===== config.mk =====
export PLATFORM = sky130hd
export DESIGN_NAME = sound_scheduler
export DESIGN_NICKNAME = d
export VERILOG_FILES = /design/src/rtl/sound_scheduler.sv
export SDC_FILE = /design/constraint.sdc
export NUM_CORES = 1
export LEC_CHECK = 0
export BUFFER_PORTS_ARGS = -buffer_cell sky130_fd_sc_hd__buf_4
export CAP_MARGIN = 25
export CORE_MARGIN = 1
export CORE_UTILIZATION = 50
export DETAILED_ROUTE_END_ITERATION = 10
export PLACE_DENSITY = 0.76
export RECOVER_POWER = 50
export SLEW_MARGIN = 20
export SYNTH_ARGS = -nofsm -noshare
export SYNTH_HDL_FRONTEND = slang
export SYNTH_SLANG_ARGS = --single-unit

===== constraint.sdc =====
create_clock -name clk -period 2.65 [get_ports clk]
set_input_delay 0.3975 -clock clk [delete_from_list [all_inputs] [get_ports clk]]
set_output_delay 0.3975 -clock clk [all_outputs]
set_load 0.005 [all_outputs]

===== src/rtl/sound_scheduler.sv =====
// Sound request arbiter: latches event pulses and plays the highest-priority one for its duration.
// Latency: a request is latched at the first edge, granted at the next edge when IDLE (or on preemption).
// Backpressure: none; requests are stored as pending bits until served, and a retrigger extends the active sound.
//
// Ports:
//   clk      system clock
//   reset    synchronous active-high reset; clears state, counters and all pending requests
//   tick     duration time-base strobe, one clk wide; duration and gap counters move only on tick
//   req      request lines, a high level sets the matching pending bit (index NUM_REQ-1 wins)
//   tone     tone code of the playing source, 0 when silent
//   sound_on high while a sound is playing
//   grant    one-hot index of the playing source, 0 when silent
//   busy     high in PLAY or GAP, or while any request is pending

module sound_scheduler #(
  parameter int unsigned NUM_REQ   = 4,
  parameter int unsigned CNT_W     = 16,
  parameter logic [3:0]  TONE0     = 4'd1,
  parameter logic [3:0]  TONE1     = 4'd2,
  parameter logic [3:0]  TONE2     = 4'd3,
  parameter logic [3:0]  TONE3     = 4'd4,
  parameter int unsigned DUR0      = 10,
  parameter int unsigned DUR1      = 20,
  parameter int unsigned DUR2      = 30,
  parameter int unsigned DUR3      = 50,
  parameter int unsigned GAP_TICKS = 2,
  parameter bit          PREEMPT   = 1'b1
) (
  input  logic               clk,
  input  logic               reset,
  input  logic               tick,
  input  logic [NUM_REQ-1:0] req,
  output logic [3:0]         tone,
  output logic               sound_on,
  output logic [NUM_REQ-1:0] grant,
  output logic               busy
);

  localparam int unsigned IDX_W = (NUM_REQ > 1) ? $clog2(NUM_REQ) : 1;

  typedef enum logic [1:0] {
    IDLE = 2'd0,
    PLAY = 2'd1,
    GAP  = 2'd2
  } state_t;

  state_t             state, state_n;
  logic [NUM_REQ-1:0] pending, pending_n;
  logic [CNT_W-1:0]   dur_cnt, dur_n;
  logic [CNT_W-1:0]   gap_cnt, gap_n;
  logic [IDX_W-1:0]   cur, cur_n;

  logic [IDX_W-1:0]   win;
  logic               any_pend;
  logic [NUM_REQ-1:0] cur_mask;
  logic               preempt_hit;

  // Per-source duration; a configured 0 still plays for one tick.
  function automatic logic [CNT_W-1:0] dur_of(input logic [IDX_W-1:0] idx);
    int unsigned d;
    case (int'(idx))
      0:       d = DUR0;
      1:       d = DUR1;
      2:       d = DUR2;
      3:       d = DUR3;
      default: d = 1;
    endcase
    return (d == 0) ? CNT_W'(1) : CNT_W'(d);
  endfunction

  function automatic logic [3:0] tone_of(input logic [IDX_W-1:0] idx);
    logic [3:0] t;
    case (int'(idx))
      0:       t = TONE0;
      1:       t = TONE1;
      2:       t = TONE2;
      3:       t = TONE3;
      default: t = 4'd0;
    endcase
    return t;
  endfunction

  // Fixed priority: the loop runs upward so the highest set index is the last write.
  always_comb begin
    win      = '0;
    any_pend = 1'b0;
    for (int i = 0; i < NUM_REQ; i++) begin
      if (pending[i]) begin
        win      = IDX_W'(i);
        any_pend = 1'b1;
      end
    end
  end

  // Only valid while playing; used to keep a retrigger of the active source from queueing a replay.
  assign cur_mask    = (state == PLAY) ? ({{(NUM_REQ-1){1'b0}}, 1'b1} << cur) : '0;
  assign preempt_hit = PREEMPT && (state == PLAY) && any_pend && (win > cur);

  always_comb begin
    state_n   = state;
    cur_n     = cur;
    dur_n     = dur_cnt;
    gap_n     = gap_cnt;
    pending_n = pending | (req & ~cur_mask);

    case (state)
      IDLE: begin
        if (any_pend) begin
          state_n        = PLAY;
          cur_n          = win;
          dur_n          = dur_of(win);
          // Clearing after the OR also absorbs req[win] raised in this same cycle.
          pending_n[win] = 1'b0;
        end
      end

      PLAY: begin
        if (preempt_hit) begin
          // Aborted sound is simply dropped; no gap before the new one.
          cur_n          = win;
          dur_n          = dur_of(win);
          pending_n[win] = 1'b0;
        end else if (req[cur]) begin
          dur_n = dur_of(cur);
        end else if (tick) begin
          if (dur_cnt > CNT_W'(1)) begin
            dur_n = dur_cnt - CNT_W'(1);
          end else begin
            dur_n = '0;
            if (GAP_TICKS > 0) begin
              state_n = GAP;
              gap_n   = CNT_W'(GAP_TICKS);
            end else begin
              state_n = IDLE;
            end
          end
        end
      end

      GAP: begin
        if (tick) begin
          if (gap_cnt > CNT_W'(1)) begin
            gap_n = gap_cnt - CNT_W'(1);
          end else begin
            gap_n   = '0;
            state_n = IDLE;
          end
        end
      end

      default: begin
        state_n = IDLE;
      end
    endcase
  end

  always_ff @(posedge clk) begin
    if (reset) begin
      state   <= IDLE;
      pending <= '0;
      dur_cnt <= '0;
      gap_cnt <= '0;
      cur     <= '0;
    end else begin
      state   <= state_n;
      pending <= pending_n;
      dur_cnt <= dur_n;
      gap_cnt <= gap_n;
      cur     <= cur_n;
    end
  end

  // Outputs decode registered state only, so req and tick never reach them combinationally.
  assign sound_on = (state == PLAY);
  assign tone     = (state == PLAY) ? tone_of(cur) : 4'd0;
  assign grant    = (state == PLAY) ? ({{(NUM_REQ-1){1'b0}}, 1'b1} << cur) : '0;
  assign busy     = (state != IDLE) || (pending != '0);

endmodule


**Word level (Yosys, flattened, before mapping)**

Cells that the tools add are included.
W data, S select, Z words.

- Add/subtract/negate cells: 2
- $lt $le $gt $ge: 6
- Equal/unequal tests: 17
- Shifts and indexed selects: 1
- Muxes and demuxes: 53
- Bitwise logic cells: 5
- Reduce and logical (&&, ||, !) cells: 18

Operators with widths:

| kind | number |
|---|---|
| $pmux W32 S4 | 2 |
| $mux W16 | 14 |
| $mux W32 | 7 |
| $logic_not A32 Y1 | 3 |
| $pmux W16 S2 | 2 |
| $gt A16 B1 Y1 const B | 2 |
| $sub A16 B1 Y16 const B | 2 |
| $mux W2 | 11 |
| $mux W4 | 4 |
| $pmux W4 S4 | 1 |
| $ne A2 B2 Y1 const B | 7 |
| $eq A2 B2 Y1 const B | 5 |
| $and A4 B4 Y4 | 2 |
| $not A4 Y4 | 2 |
| $pmux W4 S2 | 1 |
| $mux W1 | 7 |
| $reduce_and A7 Y1 | 1 |
| $eq A2 B1 Y1 const B | 3 |
| $logic_not A2 Y1 | 3 |
| $lt A2 B3 Y1 const B | 2 |
| $pmux W2 S3 | 1 |
| $reduce_and A3 Y1 | 2 |
| $reduce_and A6 Y1 | 1 |
| $reduce_bool A2 Y1 | 3 |
| 12 further kinds | 14 |

- Bits in registers: 40
- Input port bits: 7
- Output and inout port bits: 10
- Word-level logic and storage cells: 107

**Logic depth before layout (Yosys ltp)**

Gate-level depths: netlist (run 1).

- Depth after elaboration: 13
- Depth in mapped cells: 11
- Mapped depth without buffers: 9

**Least setup slack after synthesis (run 1)**

OpenSTA, ideal clock, no wires.

- Path type: register to register
- Start point: reg pending[2]
- End point: reg dur_cnt[8]
- Library setup time: 128 ps
- Data arrival time: 2454 ps
- Data required time: 2522 ps
- Setup slack: 68 ps
- Cell stages (with the launch flop): 12
- Path buffers: 2
- Period minus slack after synthesis: 2582 ps
- Cell sequence: dfxtp_1 > nor2_1 > inv_1 > ha_1 > nor2b_1 > o21ai_0 > a211oi_1 > clkbuf_1 > clkbuf_1 > o21ai_0 > xnor2_1 > nor2_1

- Word-level cells in the longest chain between the ends: 10
- Elaborated cells on any way between the ends: 26
- Those cells by class: order compare (1); eq/ne (5); mux (14); reduce/logical (6)

Ends and longest elaborated chain:

| what | line | source |
|---|---|---|
| from (decl) | 48 | `logic [NUM_REQ-1:0] pending, pending_n;` |
| from (signal assigned) | 166 | `pending <= pending_n;` |
| $mux W2 (2 in a row) | 88 | `if (pending[i]) begin` |
| $eq A2 B2 Y1 (tied with other cells) | 61 | `case (int'(idx))` |
| $pmux W32 S4 | 61 |  |
| $mux W32, on equally long branches | 118, 108 |  |
| $mux W32 | 106 | `case (state)` |
| $logic_not A32 Y1 | 68 | `return (d == 0) ? CNT_W'(1) : CNT_W'(d);` |
| $mux W16 | 68 |  |
| $mux W16, on equally long branches | 118, 108 |  |
| $pmux W16 S2 | 106 |  |
| to (signal assigned) | 167 | `dur_cnt <= dur_n;` |
| to (decl) | 49 | `logic [CNT_W-1:0] dur_cnt, dur_n;` |

Several ways; a longest one is shown, not always the timed one. The select of a mux whose other input is x is not followed.
A chain may end at the register's enable or synchronous reset.

**Worst setup path in the final report (run 1)**

- Start point: reg pending[2]
- End point: reg gap_cnt[15]

- Word-level cells in the longest chain between the ends: 6
- Elaborated cells on any way between the ends: 9
- Those cells by class: order compare (1); eq/ne (1); mux (4); reduce/logical (3)

Ends and longest elaborated chain:

| what | line | source |
|---|---|---|
| $mux W2 / $mux W1 (equally long branches) (2 in a row) | 88 |  |
| $gt A2 B2 Y1 / $logic_and A1 B1 Y1 (equally long branches) | 97 | `assign preempt_hit = PREEMPT && (state == PLAY) && any_pend && (win > cur);` |
| $logic_and A1 B1 Y1 (*) | 97 |  |
| $ne A2 B2 Y1 (no source line) (*) | n/a |  |
| $reduce_and A6 Y1 (no source line) (*) | n/a |  |
| to (signal assigned) | 168 | `gap_cnt <= gap_n;` |
| to (decl) | 50 | `logic [CNT_W-1:0] gap_cnt, gap_n;` |

Every way passes the cells marked *; elsewhere a longest branch is shown, timed or not.

==> results of run 1 <==
-- sequential cells by signal, summed over array words and instances (netlist names) --
name,count
pending,4
cur,2
gap_cnt,16
dur_cnt,16
state,2
-- worst paths after layout --
| path | from | endpoint | cells past startpoint |
|---|---|---|---|
| worst max register to register | pending[2] | gap_cnt[15] | 9 |
| worst min-delay path | reset | state[0] | 2 |
| worst min register to register | gap_cnt[14] | gap_cnt[14] | 2 |
| worst max-delay path | pending[2] | gap_cnt[15] | 9 |
-- synthesized netlist by cell type, types with 2 or more instances --
library cell	number
a211oi_1	7
nand3_1	7
buf_2	3
o31ai_1	3
or4_1	5
o221ai_1	5
a21oi_1	19
inv_1	18
and2_1	3
nand2_1	18
nand4_1	4
nor3_1	10
xnor2_1	6
dfxtp_1	40
xor2_1	17
o21ai_0	13
clkbuf_1	5
nor2b_1	2
nor4_1	5
nor2_1	43
or3_1	5
ha_1	19
o211ai_1	7
nor4_4	2
buf_4	2
o2111ai_1	4
mux2_2	2
-- cell families (layout without fill, tap and decap cells) --
| logic type | Yosys count | in the layout | synth area share |
|---|---|---|---|
| and+or+nand+nor | 113 | 113 | 0.238 |
| AOI/OAI and AO/OA | 70 | 70 | 0.197 |
| DFF | 40 | 40 | 0.323 |
| buffers and inverters | 30 | 62 | 0.0500 |
| xor gates and xnor gates | 23 | 23 | 0.0813 |
| adders and majority gates | 19 | 19 | 0.0959 |
| muxes | 3 | 3 | 0.0131 |
| other | 1 | 1 | 0.00151 |
-- through the flow --
stage / worst slack, ns / utilization / std cells
6_report: 0.124 / 0.608 / 398
2_1_floorplan: 0.0679 / - / 299
4_1_cts: 0.0954 / 0.606 / 396
3_3_place_gp: 0.211 / 0.581 / 388
5_1_grt: -0.00659 / 0.608 / 398
3_5_place_dp: 0.0939 / 0.581 / 388
-- repair_timing --
action / CTS / global route
endpoints found under the setup margin: 0 / 4
setup buffers: 0 / 2
resized for setup: 0 / 1
-- layout make-up --
class / count / area share
clock buffer: 5 / 0.0238
inverter: 19 / 0.0247
multi-input combinational: 229 / 0.539
clock inverter: 3 / 0.0165
sequential: 40 / 0.277
timing repair buffer: 35 / 0.0896
tap: 67 / 0.0290
-- worst reg2reg max path, delay by kind of cell, from the launching register on --
| family | cells | cell delay, ns |
|---|---|---|
| AO/OA/AOI/OAI | 3 | 0.79 |
| adder cells (fa/ha/maj) | 1 | 0.29 |
| buffers and inverters | 1 | 0.11 |
| flip-flops | 1 | 0.35 |
| AND/OR/NAND/NOR | 4 | 0.93 |
-- per-layer routing --
metal	track usage	vias up	share of wire
met1	0.272	1061	0.46
met2	0.390	35	0.48
met3	0.0458	10	0.033
met4	0.0915	0	0.020
met5	0	-	0
li1	-	1133	-
==> metrics.md, run 1 <==
| Metric | Value |
|---|---|
| Async SR Flop Fraction | 0 |
| Post-Syn Area | 2480 µm² |
| Seq. cell area | 801 µm² |
| Syn Area/Cell | 8.29 µm² |
| Largest net degree at the start of global routing | 17 |
| Leading area contributor after synthesis | dfxtp_1 |
| Num ports | 17 |
| Main synth FF type | dfxtp_1 |
| CP startpoint kind | flip-flop |
| Period utilisation layout | 0.953 |
| Port-buffer cells | 15 |
| Chip height | 72.4 µm |
| CTS clk-pin slew, worst paths | 0.09 ns |
| Number of max-slew violations in the final report | 0 |
| Hold slack | 0.396 ns |
| Worst EP arrival | 2.77 ns |
| Avg Vias per Cell | 5.63 |
| Worst Skew | 0.0136 ns |
| Synthesis-to-layout area growth | 16.6% |
| Core area | 4750 µm² |
| CTS Buf Count | 5 |
| Worst reg2reg setup slack | 0.12 ns |
| Initial antenna violation count | 0 |
| Syn. warnings | 0 |
| Hold_buf cts | 0 |
| First-pass GRT wire length | 9200 µm |
| Fillers | 430 |
| Finished Cell Area | 2890 µm² |
| Synth cell types | 52 |
| Slew headroom | 0.567 |
| GR Util All Layers | 0.226 |
| Cell Chain, Critical Path | nor2_1 -> inv_1 -> ha_1 -> nor2b_1 -> o211a_2 -> a211oi_4 -> nand2_2 -> or4_1 -> a21oi_1 |
| Site row count | 25 |
| Die width | 72.4 µm |
| CP Capture Type | flip-flop |
| Sequential fraction of the synthesis area | 0.323 |
| WP data required | 2.89 ns |
| Sink Count | 40 |
| Cell family with most CP delay | simple AND/OR/NAND/NOR gates |
| Gpl congestion | 0.940 |
| CTS H-tree lvls | 2 |
| Yosys reg bits | 40 |
| TritonCTS clock tree | built |
| Wire per inst | 13.7 µm |
| Total die area | 5240 µm² |
| Mapped Nets | 325 |
| Final Hold Fails | 0 |
| Fin Setup TNS | 0 ns |
| Top area cells in the synthesized netlist | dfxtp_1 32%, ha_1 9.6%, nor2_1 6.5% |
| Root Buffer | clkbuf_8 |
| First DRT Iteration DRCs | 100 |
| Dpl hpwl | 4200 µm |
| Vias | 2,239 |
| Antenna viol nets, final | 0 |
| Pre-antenna DRT Iters | 4 |
| Global route overflow | 0 |
| Placed cell areas | 2760 µm² |
| Worst-Skew Late Latency | 0.31 ns |
| Worst Tran Pin Value | 0.643 ns |
| Most common cell after layout, fill and taps aside | nor2_1 |
| Worst Hold Class | input pin to flip-flop |
| Worst path bufs/invs | 1 |
| Max Cap Viol | 0 |
| Nets | 356 |
| CP Class | flip-flop to flip-flop |
| Slowest library cell on the worst path | or4_1 |
| Max incr delay on CP | 0.49 ns |
| Commonest cells after routing, fill and taps aside | 43 x nor2_1, 40 x dfxtp_1, 28 x buf_4 |
| Number of synthesized flops with an enable pin | 0 |
| Status | finished, final reports clean |
| Final WL | 5460 µm |
| Cells after Synth | 299 |
| Multi-input gate area | 1560 µm² |
| Min cycle time layout | 2.53 ns |
| Critical Path Fanout Max | 7 |
| Initial Util | 0.521 |
| Layout cells sized above 1 | 0.169 |
| Post-synth top area share | 0.323 |
| Drt drc | 0 |
| CTS max path bufs | 2 |
| Number of global-route vias before repair | 2,046 |
| Fmax | 396 MHz |
| ANT cells | 0 |
| Final setup fails | 0 |
Power of run 1 is not shown: default switching activity piles up to over one toggle a cycle in this logic, so the estimate is an artifact.
==> run 2, diff against run 1 <==
--- a/config.mk
+++ b/config.mk
@@ -5,12 +5,13 @@
 export SDC_FILE = /design/constraint.sdc
 export NUM_CORES = 1
 export LEC_CHECK = 0
+export ABC_CLOCK_PERIOD_IN_PS = 2650
 export BUFFER_PORTS_ARGS = -buffer_cell sky130_fd_sc_hd__buf_4
 export CAP_MARGIN = 25
 export CORE_MARGIN = 1
 export CORE_UTILIZATION = 50
 export DETAILED_ROUTE_END_ITERATION = 10
-export PLACE_DENSITY = 0.76
+export PLACE_DENSITY = 0.71
 export RECOVER_POWER = 50
 export SLEW_MARGIN = 20
 export SYNTH_ARGS = -nofsm -noshare
==> metrics.md, run 2 (synthesis results as in run 1) <==
| Metric | Value |
|---|---|
| Root Buffer | clkbuf_8 |
| CP Class | flip-flop to flip-flop |
| Site row count | 25 (unchanged) |
| Wire per inst | 13.4 µm (-2.4%) |
| WHS Path Cells | 2 (unchanged) |
| Final Hold Fails | 0 (unchanged) |
| Largest net degree at the start of global routing | 20 (+3) |
| Nets | 349 (-2.0%) |
| Worst hold path endpoint | dur_cnt[3] |
| Top flop regs | dur_cnt (16), gap_cnt (16), pending (4) |
| FF-to-FF End | gap_cnt[5] |
| Initial antenna violation count | 0 (unchanged) |
| WP data required | 2.88 ns (about the same) |
| Sink Count | 40 (unchanged) |
| Port-buffer cells | 15 (unchanged) |
| Most common cell after layout, fill and taps aside | nor2_1 |
| CTS max path bufs | 2 (unchanged) |
| Critical Path Fanout Max | 7 (unchanged) |
| Worst-Skew Late Latency | 0.29 ns (-0.02 ns) |
| CTS clk-pin slew, worst paths | 0.08 ns (about the same) |
| WL met3 | 162 µm (-9.0%) |
| Die width | 72.4 µm (unchanged) |
| Worst Tran Pin Value | 0.793 ns (+0.151 ns) |
| Avg Vias per Cell | 5.55 (-1.4%) |
| Number of max-slew violations in the final report | 0 (unchanged) |
| Slowest library cell on the worst path | or4_1 |
| Num ports | 17 (unchanged) |
| Commonest cells after routing, fill and taps aside | 43 x nor2_1, 40 x dfxtp_1, 20 x buf_4 |
| Worst Skew | 0.00553 ns (-0.00810 ns) |
| Gpl congestion | 0.883 (-6.1%) |
| Slew headroom | 0.466 (-0.101) |
| Period utilisation layout | 0.938 (-0.0154) |
| Number of global-route vias before repair | 1,964 (-4.0%) |
| Reg2reg start | cur[1] |
| RSZ-0062 raised after global routing | false |
| ANT cells | 0 (unchanged) |
| Min-Delay Startpoint | reset |
| Cells on worst reg2reg path | 8 (-1) |
| CTS H-tree lvls | 2 (unchanged) |
| Global route overflow | 0 (unchanged) |
| Layout cells sized above 1 | 0.149 (-0.0206) |
| Min cycle time layout | 2.49 ns (-0.0407 ns) |
| Final setup fails | 0 (unchanged) |
| Fmax | 402 MHz (+1.6%) |
| Dpl hpwl | 3890 µm (-7.3%) |
| Worst reg2reg setup slack | 0.16 ns (+0.04 ns) |
| Total die area | 5240 µm² (unchanged) |
| Wl on met1 | 2510 µm (-0.75%) |
| Antenna viol nets, final | 0 (unchanged) |
| Worst EP arrival | 2.71 ns (-0.06 ns) |
| Worst Hold Class | input pin to flip-flop |
| Core area | 4750 µm² (unchanged) |
| TritonCTS clock tree | built |
| Max incr delay on CP | 0.48 ns (about the same) |
| Status | finished, final reports clean |
| Top sig layer | met4 |
| Synthesis-to-layout area growth | 13.1% |
| Final WL | 5230 µm (-4.3%) |
| Chip height | 72.4 µm (unchanged) |
| CP startpoint kind | flip-flop |
| First-pass GRT wire length | 8880 µm (-3.5%) |
| Vias | 2,164 (-3.3%) |
| GR Util All Layers | 0.216 (-0.0100) |
| Wire length on met2 | 2430 µm (-8.1%) |
| Drt drc | 0 (unchanged) |
| Cell Chain, Critical Path | inv_1 -> ha_1 -> nor2b_1 -> o211a_2 -> a211oi_4 -> nand2_2 -> or4_1 -> a21oi_1 |
| Pre-antenna DRT Iters | 4 (unchanged) |
| CTS Buf Count | 5 (unchanged) |
| Fin Setup TNS | 0 ns (unchanged) |
| Hold_buf cts | 0 (unchanged) |
| Fillers | 447 (+4.0%) |
| Max Cap Viol | 0 (unchanged) |
| First DRT Iteration DRCs | 114 (+14%) |
| Initial Util | 0.521 (unchanged) |
| CP Capture Type | flip-flop |
## run 2: cell types whose count changed in the layout (fill, tap and decap cells not counted), sizes merged
cell,previous run,this run
buf,28,20
bufinv,1,0
clkbuf,12,14
clkinv,2,1
## run 2: cell type report
| type | instances | area (µm²) | area share |
|---|---|---|---|
| Sequential cell | 40 | 801 | 0.286 |
| Clock inverter | 1 | 5.00 | 0.00179 |
| Clock buffer | 6 | 72.6 | 0.0259 |
| Inverter | 19 | 71.3 | 0.0254 |
| Timing Repair Buffer | 28 | 206 | 0.0737 |
| Tap cell | 67 | 83.8 | 0.0299 |
| Multi-Input combinational cell | 229 | 1560 | 0.558 |
## run 2: worst max path at each step
stage	slack (ns)	cells after the start	from	to
final	0.16	8	cur[1]	gap_cnt[5]
after floorplan	0.07	11	pending[2]	dur_cnt[8]
after global placement	0.25	8	cur[1]	gap_cnt[15]
after global routing	0.03	8	cur[1]	gap_cnt[5]
after detailed placement	0.16	8	cur[1]	dur_cnt[7]
after CTS	0.15	8	cur[1]	dur_cnt[0]
## run 2: timing repair
item,4_1_cts,5_1_grt
setup buffers,0,0
setup endpoints to repair,0,11
resized for setup,0,1
## run 2: worst max-delay path: cells and delay by family (launching register included)
family	cells	cell delay [ns]
adders and majority gates	1	0.32
DFF	1	0.46
and+or+nand+nor	3	0.77
AOI/OAI and AO/OA	3	0.73
buffers and inverters	1	0.14
## run 2: metrics by stage
stage / hold WS, ns / setup WS, ns / util / instance area [µm²] / std cells
2_1_floorplan: 0.453 / 0.0679 / - / 2480 / 299
3_3_place_gp: 0.463 / 0.246 / 0.573 / 2730 / 383
3_5_place_dp: 0.472 / 0.161 / 0.573 / 2730 / 383
4_1_cts: 0.403 / 0.149 / 0.589 / 2800 / 390
5_1_grt: 0.410 / 0.0281 / 0.589 / 2800 / 390
6_report: 0.406 / 0.165 / 0.589 / 2800 / 390
## run 2: routing by layer
layer | global-route usage | vias to the layer above
li1 | - | 1105
met1 | 0.277 | 1003
met2 | 0.363 | 46
met3 | 0.0375 | 10
met4 | 0.0741 | 0
met5 | 0 | -
Power of run 2 is left out for the same reason.
